--- src/rtl/cdc_hs_pkg.sv ---
// Shared types and constants for the req/ack bundled-data CDC handshake.
package cdc_hs_pkg;

  typedef enum logic [1:0] {
    IDLE  = 2'b00,
    VALID = 2'b01,
    ACK   = 2'b10
  } state_t;

  localparam int unsigned DEFAULT_SYNC_STAGES = 2;

endpackage

--- src/rtl/cdc_sync_bit.sv ---
// Single-bit multi-flop synchronizer with synchronous active-high reset to 0.
// Usable for req on the destination side or for ack on the source side.
module cdc_sync_bit #(
  parameter int unsigned SYNC_STAGES = 2
) (
  input  logic clk_i,
  input  logic rst_i,
  input  logic d_i,
  output logic q_o
);

  logic [SYNC_STAGES-1:0] sync_q;

  // Shift the asynchronous input through the flop chain.
  always_ff @(posedge clk_i) begin
    if (rst_i) begin
      sync_q <= '0;
    end else begin
      sync_q <= {sync_q[SYNC_STAGES-2:0], d_i};
    end
  end

  assign q_o = sync_q[SYNC_STAGES-1];

endmodule

--- src/rtl/cdc_handshake_rx.sv ---
// Destination-side responder of a 4-phase req/ack bundled-data handshake.
// Synchronizes req, captures the bundled bus, hands it to a local consumer
// with valid/ready, and returns a registered ack level to the source.
module cdc_handshake_rx
  import cdc_hs_pkg::*;
#(
  parameter int unsigned DATA_WIDTH  = 8,
  parameter int unsigned SYNC_STAGES = DEFAULT_SYNC_STAGES,
  parameter int unsigned CNT_WIDTH   = 8
) (
  input  logic                  clkB,
  input  logic                  rstB,
  input  logic                  req_async,
  input  logic [DATA_WIDTH-1:0] data_async,
  input  logic                  data_ready,
  input  logic                  err_clr,
  output logic                  ack,
  output logic [DATA_WIDTH-1:0] data_out,
  output logic                  data_valid,
  output logic                  err,
  output logic [CNT_WIDTH-1:0]  xfer_count
);

  logic                  req_s;
  state_t                state_q;
  logic                  ack_q;
  logic                  data_valid_q;
  logic [DATA_WIDTH-1:0] data_out_q;
  logic                  err_q;
  logic [CNT_WIDTH-1:0]  xfer_count_q;
  logic [CNT_WIDTH-1:0]  xfer_count_d;

  cdc_sync_bit #(
    .SYNC_STAGES(SYNC_STAGES)
  ) u_req_sync (
    .clk_i(clkB),
    .rst_i(rstB),
    .d_i  (req_async),
    .q_o  (req_s)
  );

  // Completed-transfer count wraps modulo 2^CNT_WIDTH.
  always_comb begin
    xfer_count_d = xfer_count_q + CNT_WIDTH'(1);
  end

  // Handshake FSM with registered ack/valid/data/err/count outputs.
  // err_clr is applied first so a same-cycle set in VALID overrides it.
  always_ff @(posedge clkB) begin
    if (rstB) begin
      state_q      <= IDLE;
      ack_q        <= 1'b0;
      data_valid_q <= 1'b0;
      data_out_q   <= '0;
      err_q        <= 1'b0;
      xfer_count_q <= '0;
    end else begin
      if (err_clr) begin
        err_q <= 1'b0;
      end
      case (state_q)
        IDLE: begin
          ack_q        <= 1'b0;
          data_valid_q <= 1'b0;
          if (req_s) begin
            data_out_q   <= data_async;
            data_valid_q <= 1'b1;
            state_q      <= VALID;
          end
        end
        VALID: begin
          if (!req_s) begin
            err_q <= 1'b1;
          end
          if (data_ready) begin
            data_valid_q <= 1'b0;
            ack_q        <= 1'b1;
            xfer_count_q <= xfer_count_d;
            state_q      <= ACK;
          end
        end
        ACK: begin
          if (!req_s) begin
            ack_q   <= 1'b0;
            state_q <= IDLE;
          end
        end
        default: begin
          state_q      <= IDLE;
          ack_q        <= 1'b0;
          data_valid_q <= 1'b0;
        end
      endcase
    end
  end

  assign ack        = ack_q;
  assign data_out   = data_out_q;
  assign data_valid = data_valid_q;
  assign err        = err_q;
  assign xfer_count = xfer_count_q;

endmodule

--- config.mk ---
export PLATFORM = sky130hd
export DESIGN_NAME = cdc_handshake_rx
export DESIGN_NICKNAME = d
export VERILOG_FILES = /design/src/rtl/cdc_hs_pkg.sv /design/src/rtl/cdc_sync_bit.sv /design/src/rtl/cdc_handshake_rx.sv
export SDC_FILE = /design/constraint.sdc
export NUM_CORES = 1
export LEC_CHECK = 0
export ABC_AREA = 0
export BUFFER_PORTS_ARGS = -buffer_cell sky130_fd_sc_hd__buf_4
export CORE_MARGIN = 4
export CORE_UTILIZATION = 40
export DETAILED_ROUTE_END_ITERATION = 10
export GPL_ROUTABILITY_DRIVEN = 0
export PLACE_DENSITY = 0.69
export SETUP_SLACK_MARGIN = 0.5
export SLEW_MARGIN = 10
export SYNTH_ARGS = -nofsm -noshare
export SYNTH_HDL_FRONTEND = slang
export SYNTH_SLANG_ARGS = --single-unit
--- constraint.sdc ---
create_clock -name clkB -period 1.4 [get_ports clkB]
set_input_delay 0.07 -clock clkB [delete_from_list [all_inputs] [get_ports clkB]]
set_output_delay 0.07 -clock clkB [all_outputs]
set_load 0.05 [all_outputs]
======== After elaboration in Yosys (flattened, before gate mapping) ========
Index checks and enable logic that the tools add are counted.
operators by class
  $add $sub $neg .......................... 1
  equal/unequal tests ..................... 5
  multiplexer cells ....................... 13
  bitwise logic cells ..................... 1
  reduce and logical (&&, ||, !) cells .... 6
operator list
  cell                                                                   number
  8-bit by 1-bit adder with 8-bit output, second input constant          1
  2-bit AND reduction                                                    4
  1-bit 2-to-1 mux                                                       7
  2-bit 2-to-1 mux                                                       3
  2-bit one-hot mux with 3 select lines                                  1
  2-bit != test, second input constant                                   2
  1-bit one-hot mux with 3 select lines                                  1
  3-bit AND reduction                                                    1
  2-bit by 1-bit equality test with 1-bit output, second input constant  1
  2-bit equality test, second input constant                             1
  2-bit logical NOT                                                      1
  2-bit by 1-bit != test with 1-bit output, second input constant        1
  1-bit one-hot mux with 2 select lines                                  1
  1-bit inverter                                                         1
storage, ports and cells
  flip-flop bits (word level) ............. 23
  input bits .............................. 13
  output and inout port bits .............. 19
  logic and storage cells ................. 33

======== Logic depth before layout (Yosys ltp) ========
  depth after elaboration ................. 3
  gate-level depth with buffers ........... 5
  depth with buffers taken out ............ 4

======== By module ========
From an unflattened synthesis, not the netlist that was laid out.
unflattened totals
  cell total of the unflattened synthesis .. 93
  area total of the unflattened synthesis .. 925.9 um^2
by module, submodules not included
  module            times used  cells each  area an instance (um^2)  sequential area each (um^2)
  cdc_handshake_rx  1           89          873.3                    420.4
  cdc_sync_bit      1           4           52.6                     40.0

======== Worst setup path before layout ========
OpenSTA, ideal clock, no wires.
  kind .................................... register to register
  from .................................... register xfer_count_q[0] (netlist: xfer_count[0])
  to ...................................... register xfer_count_q[6] (netlist: xfer_count[6])
  library setup time ...................... 0.070 ns
  arrival ................................. 1.564 ns
  data required time ...................... 1.330 ns
  path slack .............................. -0.234 ns
  stages on the path, launching flop included .. 5
  buffers on the path ..................... 0
  clock period less this slack ............ 1.634 ns
  cells stage by stage .................... dfxtp_1 > ha_1 > nand2_1 > or4_1 > a21oi_1
between the ends
  cells in the longest elaborated chain, start to end .. 1
ends and longest elaborated chain
  what                                    line                    RTL
  start: declaration                      cdc_handshake_rx.sv:30  logic [CNT_WIDTH-1:0] xfer_count_q;
  start signal: assignment                cdc_handshake_rx.sv:78  xfer_count_q <= xfer_count_d;
  8-bit by 1-bit adder with 8-bit output  cdc_handshake_rx.sv:44  xfer_count_d = xfer_count_q + CNT_WIDTH'(1);
No other way between the ends.
A chain may end at the register's enable or synchronous reset.

======== Final worst setup path ========
  from .................................... register state_q[1]
  to ...................................... register xfer_count_q[6] (netlist: xfer_count[6])
between the ends
  cells in the longest elaborated chain, start to end .. 2
ends and longest elaborated chain
  what                                            line                    RTL
  start: declaration                              cdc_handshake_rx.sv:25  state_t state_q;
  start signal: assignment                        cdc_handshake_rx.sv:51  state_q <= IDLE;
  start signal: assignment                        cdc_handshake_rx.sv:68  state_q <= VALID;
  start signal: assignment                        cdc_handshake_rx.sv:79  state_q <= ACK;
  2-bit by 1-bit equality test with 1-bit output  cdc_handshake_rx.sv:61  case (state_q)
  2-bit AND reduction (no source line)            n/a
No other way between the ends.

==> flow_metrics.env <==
export IMPL_status="complete, no violations"
export IMPL_synth_top_area_cell="dfxtp_1"
export IMPL_p_per_area_nw_per_um2=715
export IMPL_ys_ff_latch=23
export IMPL_cp_data_arrival_time_ps=1480
export IMPL_synth_nets=107
export IMPL_yosys_cell_types_count=29
export IMPL_design_core_area_um2=2230
export IMPL_ios=32
export IMPL_start_kind="register"
export IMPL_die_area_um2=3190
export IMPL_grt_max_degree=24
export IMPL_routedWlPerCell_um=14.4
export IMPL_synth_main_ff_cell="dfxtp_1"
export IMPL_critPathKind="reg -> reg"
export IMPL_finClkSkew_ps=4.49
export IMPL_avgSynthCellArea_um2=10.1
export IMPL_required_ps=1600
export IMPL_max_vdd_ir_drop_uv=661
export IMPL_critPathMaxFanout=6
export IMPL_nets=161
export IMPL_drt_pass1_iterations=4
export IMPL_layout_cells_non_filler=174
export IMPL_cts_sinks=23
export IMPL_syn_cell_area_um2=941
export IMPL_r2r_end="xfer_count[6]$_SDFFE_PP0P_"
export IMPL_drv_slew=0
export IMPL_vias=867
export IMPL_final_layout_size_suffix_gt1_share_pct=56.2
export IMPL_rows=17
export IMPL_cp_end_kind="register"
export IMPL_synthArstFlopShare_pct=0
export IMPL_r2r_start="state_q[1]$_SDFFE_PP0P_"
export IMPL_clk_pin_slew_ps=130
export IMPL_ys_seq_area_share_pct=48.9
export IMPL_dpl_cell_count=150
export IMPL_yosys_area_top_type_share_pct=48.9
export IMPL_fin_util_pct=74.2
export IMPL_antenna_found_initial=0
export IMPL_hold_end="state_q[0]$_SDFFE_PP0P_"
export IMPL_cts_max_level=1
export IMPL_fmax_ghz=0.781
export IMPL_postRouteAntennaNets=0
export IMPL_portBuffers=31
export IMPL_grt_pass1_wl_um=3840
export IMPL_yosysWarnings=0
export IMPL_dp_hpwl_um=1400
export IMPL_track_usage_pct=15.0
export IMPL_fin_setup_tns_ps=0
export IMPL_cts_buffers=3
export IMPL_leakage_nw=0.667
export IMPL_clockBufferDepth=2
export IMPL_grt_pass1_vias=866
export IMPL_multiInputGateArea_um2=478
export IMPL_slowest_delay_ps=370
export IMPL_avgViaCountPerCell=4.98
export IMPL_p_total_w=0.00118
export IMPL_synth_edf_count=0
export IMPL_routed_wl_um=2510
export IMPL_first_iter_violations=9
export IMPL_area_growth_syn_to_layout_pct=76.1
export IMPL_setup_viol=0
export IMPL_crit_path_top_delay_cell="dfxtp_4"
export IMPL_synth_area_leaders="dfxtp_1, mux2i_1, nor2_1, a21oi_1, buf_6"
export IMPL_insertion_delay_ps=310
export IMPL_antennaDiodeCount=0
export IMPL_start_util_pct=42.1
export IMPL_maxSlewHeadroom_pct=75.8
export IMPL_register_area_um2=509
export IMPL_worstMarginPinSlew_ps=359
export IMPL_holdPathStages=2
export IMPL_drc=0
export IMPL_cts_tree="yes"
export IMPL_hp_start="data_ready"
export IMPL_crit_chain="nand3b_4, buf_4, o31ai_1, a21oi_2"
export IMPL_fp_dieH_um=56.5
export IMPL_period_share_pct=91.4
export IMPL_hold_class="in -> reg"
export IMPL_die_w_um=56.5
export IMPL_rrSetupSlack_ps=120
export IMPL_cap_violations=0
export IMPL_rsz0062_at_grt="yes"
export IMPL_reg2reg_depth=4
export IMPL_grt_ovfl_total=0
export IMPL_synthCells=93
export IMPL_hold_viol=0
export IMPL_fillers=158
export IMPL_period_needed_ps=1280
export IMPL_cts_root_buf="clkbuf_4"
==> cell usage in the layout, fill, tap and decap left out, types with 2 or more instances in the layout <==
cell type and count:
dfxtp_2 12, buf_8 18, xor2_1 2, or4_1 2, dfxtp_4 9, nor2_1 13
o21ai_0 2, mux2i_1 10, nand3_1 2, or3_1 2, clkbuf_4 3, dlygate4sd3_1 6
a21oi_1 6, nand4b_1 2, nor2b_1 3, dfxtp_1 2, buf_6 10, buf_4 21
inv_1 2, o31ai_1 3
==> synthesized netlist by cell type (2+ instances only) <==
cell	number
dfxtp_1	23
nand4b_1	2
or4_1	3
inv_1	2
nand2_1	2
xor2_1	2
o21ai_0	2
nand3_1	3
nor2_1	13
o31ai_1	3
a21oi_1	7
buf_6	2
nor2b_1	3
or3_1	2
mux2i_1	10
==> final cells by class <==
type | count | area share, %
Tap cell | 28 | 2.11
Multi-Input combinational cell | 62 | 28.9
Timing Repair Buffer | 55 | 36.3
Clock buffer | 4 | 1.59
Sequential cell | 23 | 30.7
Inverter | 2 | 0.453
==> critical path: cells and delay by family, from the launching register on <==
family	cells	cell delay, ps
simple gates	1	180
compound gates	2	460
buf+inv	1	170
flops	1	370
==> flip-flops by register name, summed over array words and instances, names as in the netlist <==
signal and count:
state_q 2, data_out 8, data_valid 1, ack 1, err 1, xfer_count 8, u_req_sync.sync_q 2
==> what timing repair did <==
action / 4_1_cts / 5_1_grt
pin swaps: 10 / 9
gates resized for setup: 47 / 19
hold buffers: 5 / 1
endpoints found under the setup margin: 39 / 40
setup buffers: 10 / 4
endpoints found under the hold margin: 6 / 1
==> per-layer routing <==
layer	up-vias	GRT usage [%]	wire [µm]
met5	-	0	0
met4	0	7.12	12
met3	2	3.45	125
met2	26	26.6	1360
met1	400	16.7	1000
li1	439	-	-
==> per-stage QoR <==
step	setup WS (ps)	instance area [µm²]	hold slack, ps
6_report	120	1660	9.90
5_1_grt	64.1	1660	16.4
4_1_cts	185	1550	-4.27
3_5_place_dp	136	1250	290
3_3_place_gp	154	1250	289
2_1_floorplan	152	1010	134
==> worst max-delay path by stage <==
| stage | endpoint | from |
|---|---|---|
| CTS | xfer_count[6]$_SDFFE_PP0P_ | state_q[1]$_SDFFE_PP0P_ |
| floorplan | xfer_count[6]$_SDFFE_PP0P_ | xfer_count[1]$_SDFFE_PP0P_ |
| detailed placement | xfer_count[6]$_SDFFE_PP0P_ | state_q[1]$_SDFFE_PP0P_ |
| global placement | xfer_count[6]$_SDFFE_PP0P_ | state_q[1]$_SDFFE_PP0P_ |
| global route | xfer_count[6]$_SDFFE_PP0P_ | state_q[1]$_SDFFE_PP0P_ |
| finish | xfer_count[6]$_SDFFE_PP0P_ | state_q[1]$_SDFFE_PP0P_ |
==> power breakdown <==
part / internal (W) / switching (W) / leakage [nW]
registers: 0.000657 / 0.0000162 / 0.199
clock network: 0.000111 / 0.000197 / 0.0150
logic: 0.000106 / 0.0000963 / 0.453
==> cells by family after synthesis <==
family	after synthesis	synth area share [%]
AO/OA/AOI/OAI	16	10.6
XOR/XNOR	2	1.86
adder cells (fa/ha/maj)	1	1.33
buffers and inverters	8	6.12
flip-flops	23	48.9
multiplexers	10	10.6
AND/OR/NAND/NOR	33	20.5
No activity file was read; power rests on OpenSTA's default activity.
